## config.mk

```make
export PLATFORM = sky130hd
export DESIGN_NAME = bc_buffer
export DESIGN_NICKNAME = d
export VERILOG_FILES = /design/src/rtl/bc_buffer.sv
export SDC_FILE = /design/constraint.sdc
export NUM_CORES = 1
export LEC_CHECK = 0
export CAP_MARGIN = 20
export CORE_ASPECT_RATIO = 0.7
export CORE_UTILIZATION = 25
export CTS_BUF_LIST = sky130_fd_sc_hd__clkbuf_16
export DETAILED_ROUTE_END_ITERATION = 8
export HOLD_SLACK_MARGIN = 0.1
export SETUP_SLACK_MARGIN = 0.05
export SLEW_MARGIN = 20
export SYNTH_ARGS = -nofsm -noshare
export SYNTH_HDL_FRONTEND = slang
export SYNTH_SLANG_ARGS = --single-unit
```

## constraint.sdc

```tcl
create_clock -name clk -period 9 [get_ports clk]
set_input_delay 1.8 -clock clk [delete_from_list [all_inputs] [get_ports clk]]
set_output_delay 1.8 -clock clk [all_outputs]
set_load 0.005 [all_outputs]
```

## src/rtl/bc_buffer.sv

```systemverilog
// ============================================================================
// Module   : bc_buffer
// Brief    : Two independent ready/valid FIFOs between the ctrl and avoid blocks.
// Revision : 1.0 - initial release
// ============================================================================
`default_nettype none

module bc_buffer_fifo #(
    parameter int DATA_WIDTH = 16,
    parameter int DEPTH      = 16
) (
    input  logic                  clk,
    input  logic                  rst,
    input  logic                  i_in_valid,
    input  logic [DATA_WIDTH-1:0] i_in_data,
    output logic                  o_in_rdy,
    input  logic                  i_out_rdy,
    output logic                  o_out_valid,
    output logic [DATA_WIDTH-1:0] o_out_data
);
    localparam int c_ADDR_W = $clog2(DEPTH);
    localparam int c_PTR_W  = c_ADDR_W + 1;
    localparam logic [c_PTR_W-1:0] c_FULL_CNT = c_PTR_W'(DEPTH);
    localparam logic [c_PTR_W-1:0] c_PTR_ONE  = c_PTR_W'(1);

    logic [DATA_WIDTH-1:0] r_mem [DEPTH];
    logic [c_PTR_W-1:0]    r_wr_ptr;
    logic [c_PTR_W-1:0]    r_wr_ptr_q;
    logic [c_PTR_W-1:0]    r_rd_ptr;
    logic [DATA_WIDTH-1:0] r_out_data;

    logic [c_PTR_W-1:0]    w_count;
    logic                  w_full;
    logic                  w_wr_en;
    logic                  w_rd_en;

    assign w_count     = r_wr_ptr - r_rd_ptr;
    assign w_full      = (w_count == c_FULL_CNT);
    assign o_in_rdy    = !w_full && !rst;
    // Valid tracks the delayed write pointer so a word is readable one cycle after its write.
    assign o_out_valid = (r_rd_ptr != r_wr_ptr_q);
    assign w_wr_en     = i_in_valid && o_in_rdy;
    assign w_rd_en     = i_out_rdy && o_out_valid;
    assign o_out_data  = r_out_data;

    always_ff @(posedge clk) begin
        if (w_wr_en) begin
            r_mem[r_wr_ptr[c_ADDR_W-1:0]] <= i_in_data;
        end
    end

    always_ff @(posedge clk) begin
        if (rst) begin
            r_wr_ptr   <= '0;
            r_wr_ptr_q <= '0;
            r_rd_ptr   <= '0;
            r_out_data <= '0;
        end else begin
            r_wr_ptr_q <= r_wr_ptr;
            if (w_wr_en) begin
                r_wr_ptr <= r_wr_ptr + c_PTR_ONE;
            end
            if (w_rd_en) begin
                r_out_data <= r_mem[r_rd_ptr[c_ADDR_W-1:0]];
                r_rd_ptr   <= r_rd_ptr + c_PTR_ONE;
            end
        end
    end
endmodule

module bc_buffer #(
    parameter int DATA_WIDTH = 16,
    parameter int DEPTH      = 16
) (
    input  logic                  clk,
    input  logic                  rst,
    input  logic                  ctrl_in_valid,
    input  logic [DATA_WIDTH-1:0] ctrl_in_data,
    output logic                  ctrl_in_rdy,
    input  logic                  avoid_out_rdy,
    output logic                  avoid_out_valid,
    output logic [DATA_WIDTH-1:0] avoid_out_data,
    input  logic                  avoid_in_valid,
    input  logic [DATA_WIDTH-1:0] avoid_in_data,
    output logic                  avoid_in_rdy,
    input  logic                  ctrl_out_rdy,
    output logic                  ctrl_out_valid,
    output logic [DATA_WIDTH-1:0] ctrl_out_data
);
    // Old path: ctrl -> avoid
    bc_buffer_fifo #(
        .DATA_WIDTH (DATA_WIDTH),
        .DEPTH      (DEPTH)
    ) u_old_fifo (
        .clk         (clk),
        .rst         (rst),
        .i_in_valid  (ctrl_in_valid),
        .i_in_data   (ctrl_in_data),
        .o_in_rdy    (ctrl_in_rdy),
        .i_out_rdy   (avoid_out_rdy),
        .o_out_valid (avoid_out_valid),
        .o_out_data  (avoid_out_data)
    );

    // New path: avoid -> ctrl
    bc_buffer_fifo #(
        .DATA_WIDTH (DATA_WIDTH),
        .DEPTH      (DEPTH)
    ) u_new_fifo (
        .clk         (clk),
        .rst         (rst),
        .i_in_valid  (avoid_in_valid),
        .i_in_data   (avoid_in_data),
        .o_in_rdy    (avoid_in_rdy),
        .i_out_rdy   (ctrl_out_rdy),
        .o_out_valid (ctrl_out_valid),
        .o_out_data  (ctrl_out_data)
    );
endmodule

`default_nettype wire

```

# Word level (Yosys, flattened, before mapping)
# Memory sizes are Yosys's and may differ from the RTL's. A register that Yosys moved wholly into a read port is not among the register bits.
# Cells that the tools add are included.
# totals
mem_count	2
register_bits	30
mem_bits_rw	512
# memory_table
name	words	width	rd	rd_ports_with_merged_regs	wr	line	text
u_new_fifo.r_mem	16	16	1	1	1	26	logic [DATA_WIDTH-1:0] r_mem [DEPTH];
u_old_fifo.r_mem	16	16	1	1	1	26	
# classes
muxes	4
eq_ne	4
addsub	6
reduce_logical	9
# op_table
cell	count
$add A5 B1 Y5 const B	4
$eq A5 B5 Y1 const B	2
$ne A5 B5 Y1	2
$sub A5 B5 Y5	2
$logic_and A1 B1 Y1	6
$mux W1	4
$logic_not A1 Y1	3

# Depth between registers and ports, before layout
# depth
depth_word	7
depth_mapped	11
ltp_nobuf	8

# Hierarchy
# Synthesis repeated with hierarchy kept, for this count alone.
# unflattened
cells_unflattened	1236
area_unflattened_um2	22829.4
# by_module_without_submodules
mod	n_inst	area_each_um2	cells_each
bc_buffer_fifo	2	11414.7	618

# Worst setup path before layout
# OpenSTA, ideal clock, no wires.
# synth_path
path_type	input -> output
startpoint	input port rst
endpoint	output port avoid_in_rdy
required_time_ps	7200
path_stages	5
arrival_time_ps	2955
setup_slack_ps	4245
path_buffers	4
path_cell_list	clkbuf_1 clkbuf_1 clkbuf_1 clkbuf_1 nor2_1
# synth_between
elab_chain_len	2
# synth_lines
element	line	text
from (decl)	76	input logic rst,
$logic_not A1 Y1	39	assign o_in_rdy = !w_full && !rst;
$logic_and A1 B1 Y1	39	
to (decl)	85	output logic avoid_in_rdy,
# No other way between the ends.

# Final worst setup path
# layout_path
startpoint	input port rst
endpoint	output port ctrl_in_rdy
# layout_between
elab_chain_len	2
# layout_lines
element	line	text
$logic_not A1 Y1	39	
$logic_and A1 B1 Y1	39	
to (decl)	79	output logic ctrl_in_rdy,
# No other way between the ends.

==> flow_summary.json <==
{
  "status": "complete, no violations",
  "synth-async-reset-ratio_pct": 0,
  "synthToLayoutAreaGrowth_pct": 17.9,
  "clk_path_buf_depth": 3,
  "path_clk_slew_ps": 60,
  "start_kind": "input pin",
  "htree_levels": 2,
  "die_h_um": 253,
  "syn_inst": 1155,
  "grtUsageTotal_pct": 10.1,
  "worstPathMaxFanout": 39,
  "hpwl_um": 28400,
  "grt_antenna_before_repair": 2,
  "yosysTopAreaCell": "edfxtp_1",
  "syn-num-nets": 1211,
  "period_needed_ps": 5580,
  "hold_viol": 0,
  "irDropWorstVdd_uv": 115,
  "fin_worst_skew_ps": 17.1,
  "setup_viol": 0,
  "min_to": "u_new_fifo.o_out_data[12]",
  "syn_area_um2": 22500,
  "critical-path-top-delay-family": "buffers and inverters",
  "fp.dieW_um": 360,
  "p_sw_share_pct": 22.0,
  "p_int_uw": 4450,
  "slew_headroom_pct": 28.3,
  "clkSinkCount": 574,
  "fin_tns_setup_ps": 0,
  "holdPathStages": 2,
  "seq_power_share_pct": 52.2,
  "place_congestion": 0.754,
  "ctsResizeCount": 0,
  "cts_tree": "done",
  "cap_violations": 0,
  "rows": 91,
  "path_buf_inv": 4,
  "power_density_nw_per_um2": 215,
  "rr_startpoint": "u_old_fifo.r_rd_ptr[3]",
  "p_sw_uw": 1250,
  "die_area_um2": 91000,
  "grt_max_degree": 69,
  "worstPathRequired_ps": 7200,
  "ys.flop_type": "edfxtp_1",
  "rsz0062_at_grt": "false",
  "synth_cell_types": 45,
  "start_util_pct": 25.4,
  "arrival_ps": 3780,
  "yosys_warnings": 0,
  "cts_setup_buffers": 0,
  "tightest_slew_ps": 1070,
  "p_comb_share_pct": 7.5,
  "ys_seq_area_share_pct": 74.0,
  "drc": 0,
  "first_global_vias": 11100,
  "ys_ff_latch": 574,
  "firstDrtPassIters": 5,
  "r2r_end": "u_old_fifo.r_mem[2][1]",
  "io_pins": 74,
  "wl_per_cell_um": 19.0,
  "p_leak_uw": 0.00799,
  "root_buffer": "clkbuf_16",
  "clk_latency_ps": 600,
  "grt_pass1_wl_um": 70300,
  "portBuffers": 73,
  "cts_buffers": 58,
  "drive_gt1_share_pct": 24.4,
  "synth_top_cell_area_share_pct": 68.5,
  "final_nets": 1301,
  "grt-ovfl-total": 0,
  "holdCritPathClass": "reg2reg",
  "r2r_cells": 8,
  "postCtsHoldBufs": 0,
  "hp-start": "u_new_fifo.o_out_data[12]",
  "cp_slowest_stage_delay_ps": 600,
  "ant_nets": 0,
  "slew_violations": 0,
  "finalCritPeriodShare_pct": 62.0,
  "crit_chain": "buf_2 > buf_4 > a31o_2 > inv_1 > clkdlybuf4s50_1",
  "viasPerCell": 4.42,
  "core-area_um2": 88500,
  "pwr-share-clk_pct": 40.3,
  "utilization_pct": 29.9,
  "drt_wl_total_um": 46800,
  "synth_edf_count": 512,
  "end_kind": "output port",
  "fmax_mhz": 179,
  "drtIter0Drc": 895,
  "ff2ff_setup_slack_ps": 5430,
  "vias": 10900,
  "synth_area_per_cell_um2": 19.4,
  "cp_slowest_cell": "buf_2",
  "crit_type": "in2out",
  "synthTopCellsByArea": "edfxtp_1 (68%), mux4_2 (13%), dfxtp_1 (5.5%)"
}
==> worst reg2reg max path, delay by kind of cell (launching register included) <==
family | cells | cell delay (ps)
AOI/OAI and AO/OA | 2 | 550
adders and majority gates | 1 | 350
buffers and inverters | 2 | 490
DFF | 1 | 300
and+or+nand+nor | 3 | 1490
==> cells in the mapped netlist (3+ instances only) <==
cell,instances
inv_1,13
nand3_1,8
nand4_1,3
a21oi_1,5
mux4_2,128
clkbuf_1,31
a31o_2,3
mux2i_1,33
a211oi_1,34
ha_1,18
mux2_2,35
o21ai_0,7
dfxtp_1,62
xnor2_1,15
nor2_1,105
nand2_1,17
nor2b_1,9
nand2b_1,6
edfxtp_1,512
buf_6,14
or3_1,4
buf_2,18
nor4_1,4
nor3_1,41
==> placed cells by master, fill, tap and decap left out, types with 18 or more instances in the layout <==
| master | count |
|---|---|
| a211oi_1 | 34 |
| mux4_2 | 128 |
| ha_1 | 18 |
| clkbuf_16 | 59 |
| nor3_1 | 33 |
| mux2_2 | 35 |
| nor2_1 | 85 |
| clkdlybuf4s50_1 | 72 |
| buf_4 | 22 |
| mux2i_1 | 33 |
| inv_1 | 33 |
| edfxtp_1 | 512 |
| dfxtp_1 | 56 |
==> logic make-up (layout without fill, tap and decap cells) <==
group	after synthesis	count (layout)	synth area share (%)
compound gates	60	60	1.93
xor+xnor	16	16	0.624
fa+ha+maj	18	18	1.00
buf+inv	80	220	1.94
flops	574	574	74.0
mux	199	199	16.2
other cells	0	1	0
simple gates	208	208	4.25
==> final cells by class <==
| cell class | instances | area [um2] |
|---|---|---|
| antenna | 1 | 2.50 |
| clock buffer | 59 | 1480 |
| clock inverter | 51 | 358 |
| fill | 8449 | 62000 |
| inverter | 13 | 48.8 |
| multi-input combinational | 501 | 5590 |
| sequential | 574 | 16600 |
| tap | 1162 | 1450 |
| timing repair buffer | 97 | 913 |
==> stage by stage <==
stage / hold slack, ps / total power, uW / setup slack (ps) / cell area, um2 / instances
CTS: 497 / 5770 / 3370 / 26400 / 2455
global route: 515 / 5900 / 3240 / 26500 / 2457
floorplan: 484 / 3280 / 4240 / 22500 / 1155
detailed placement: 484 / 3470 / 3380 / 24500 / 2345
finish: 493 / 5700 / 3420 / 26500 / 2458
global placement: 491 / 3460 / 3390 / 24500 / 2345
==> routing by layer <==
| metal | up-vias | GRT usage, % | wire, um |
|---|---|---|---|
| met5 | - | 0 | 13 |
| met4 | 2 | 2.83 | 837 |
| met3 | 57 | 1.75 | 2600 |
| met2 | 235 | 14.7 | 20700 |
| met1 | 5733 | 15.4 | 22700 |
| li1 | 4835 | - | - |
==> power groups by stage <==
stage | Sequential [uW] | Combinational (uW) | Clock, uW
after detailed placement | 3030 | 432 | 0
after global placement | 3030 | 426 | 0
after floorplan | 3020 | 255 | 0
after CTS | 2980 | 434 | 2360
after global routing | 2980 | 466 | 2450
final | 2980 | 429 | 2300
==> how the worst max path moves through the flow <==
stage | startpoint | endpoint | depth (start not counted)
final | rst | ctrl_in_rdy | 5
after global routing | rst | ctrl_in_rdy | 5
after CTS | rst | ctrl_in_rdy | 5
after floorplan | rst | avoid_in_rdy | 5
after detailed placement | rst | ctrl_in_rdy | 5
after global placement | rst | ctrl_in_rdy | 5
==> flip-flops by register name, indices dropped and copies added (netlist names) <==
signal                 cells
u_old_fifo.r_mem         256
u_new_fifo.r_rd_ptr        5
u_old_fifo.r_wr_ptr_q      5
u_old_fifo.r_rd_ptr        5
u_new_fifo.r_mem         256
u_new_fifo.r_wr_ptr        5
u_old_fifo.r_wr_ptr        5
u_new_fifo.r_wr_ptr_q      5
u_new_fifo.o_out_data     16
u_old_fifo.o_out_data     16
Note: power is estimated with default switching activity, not from simulation.
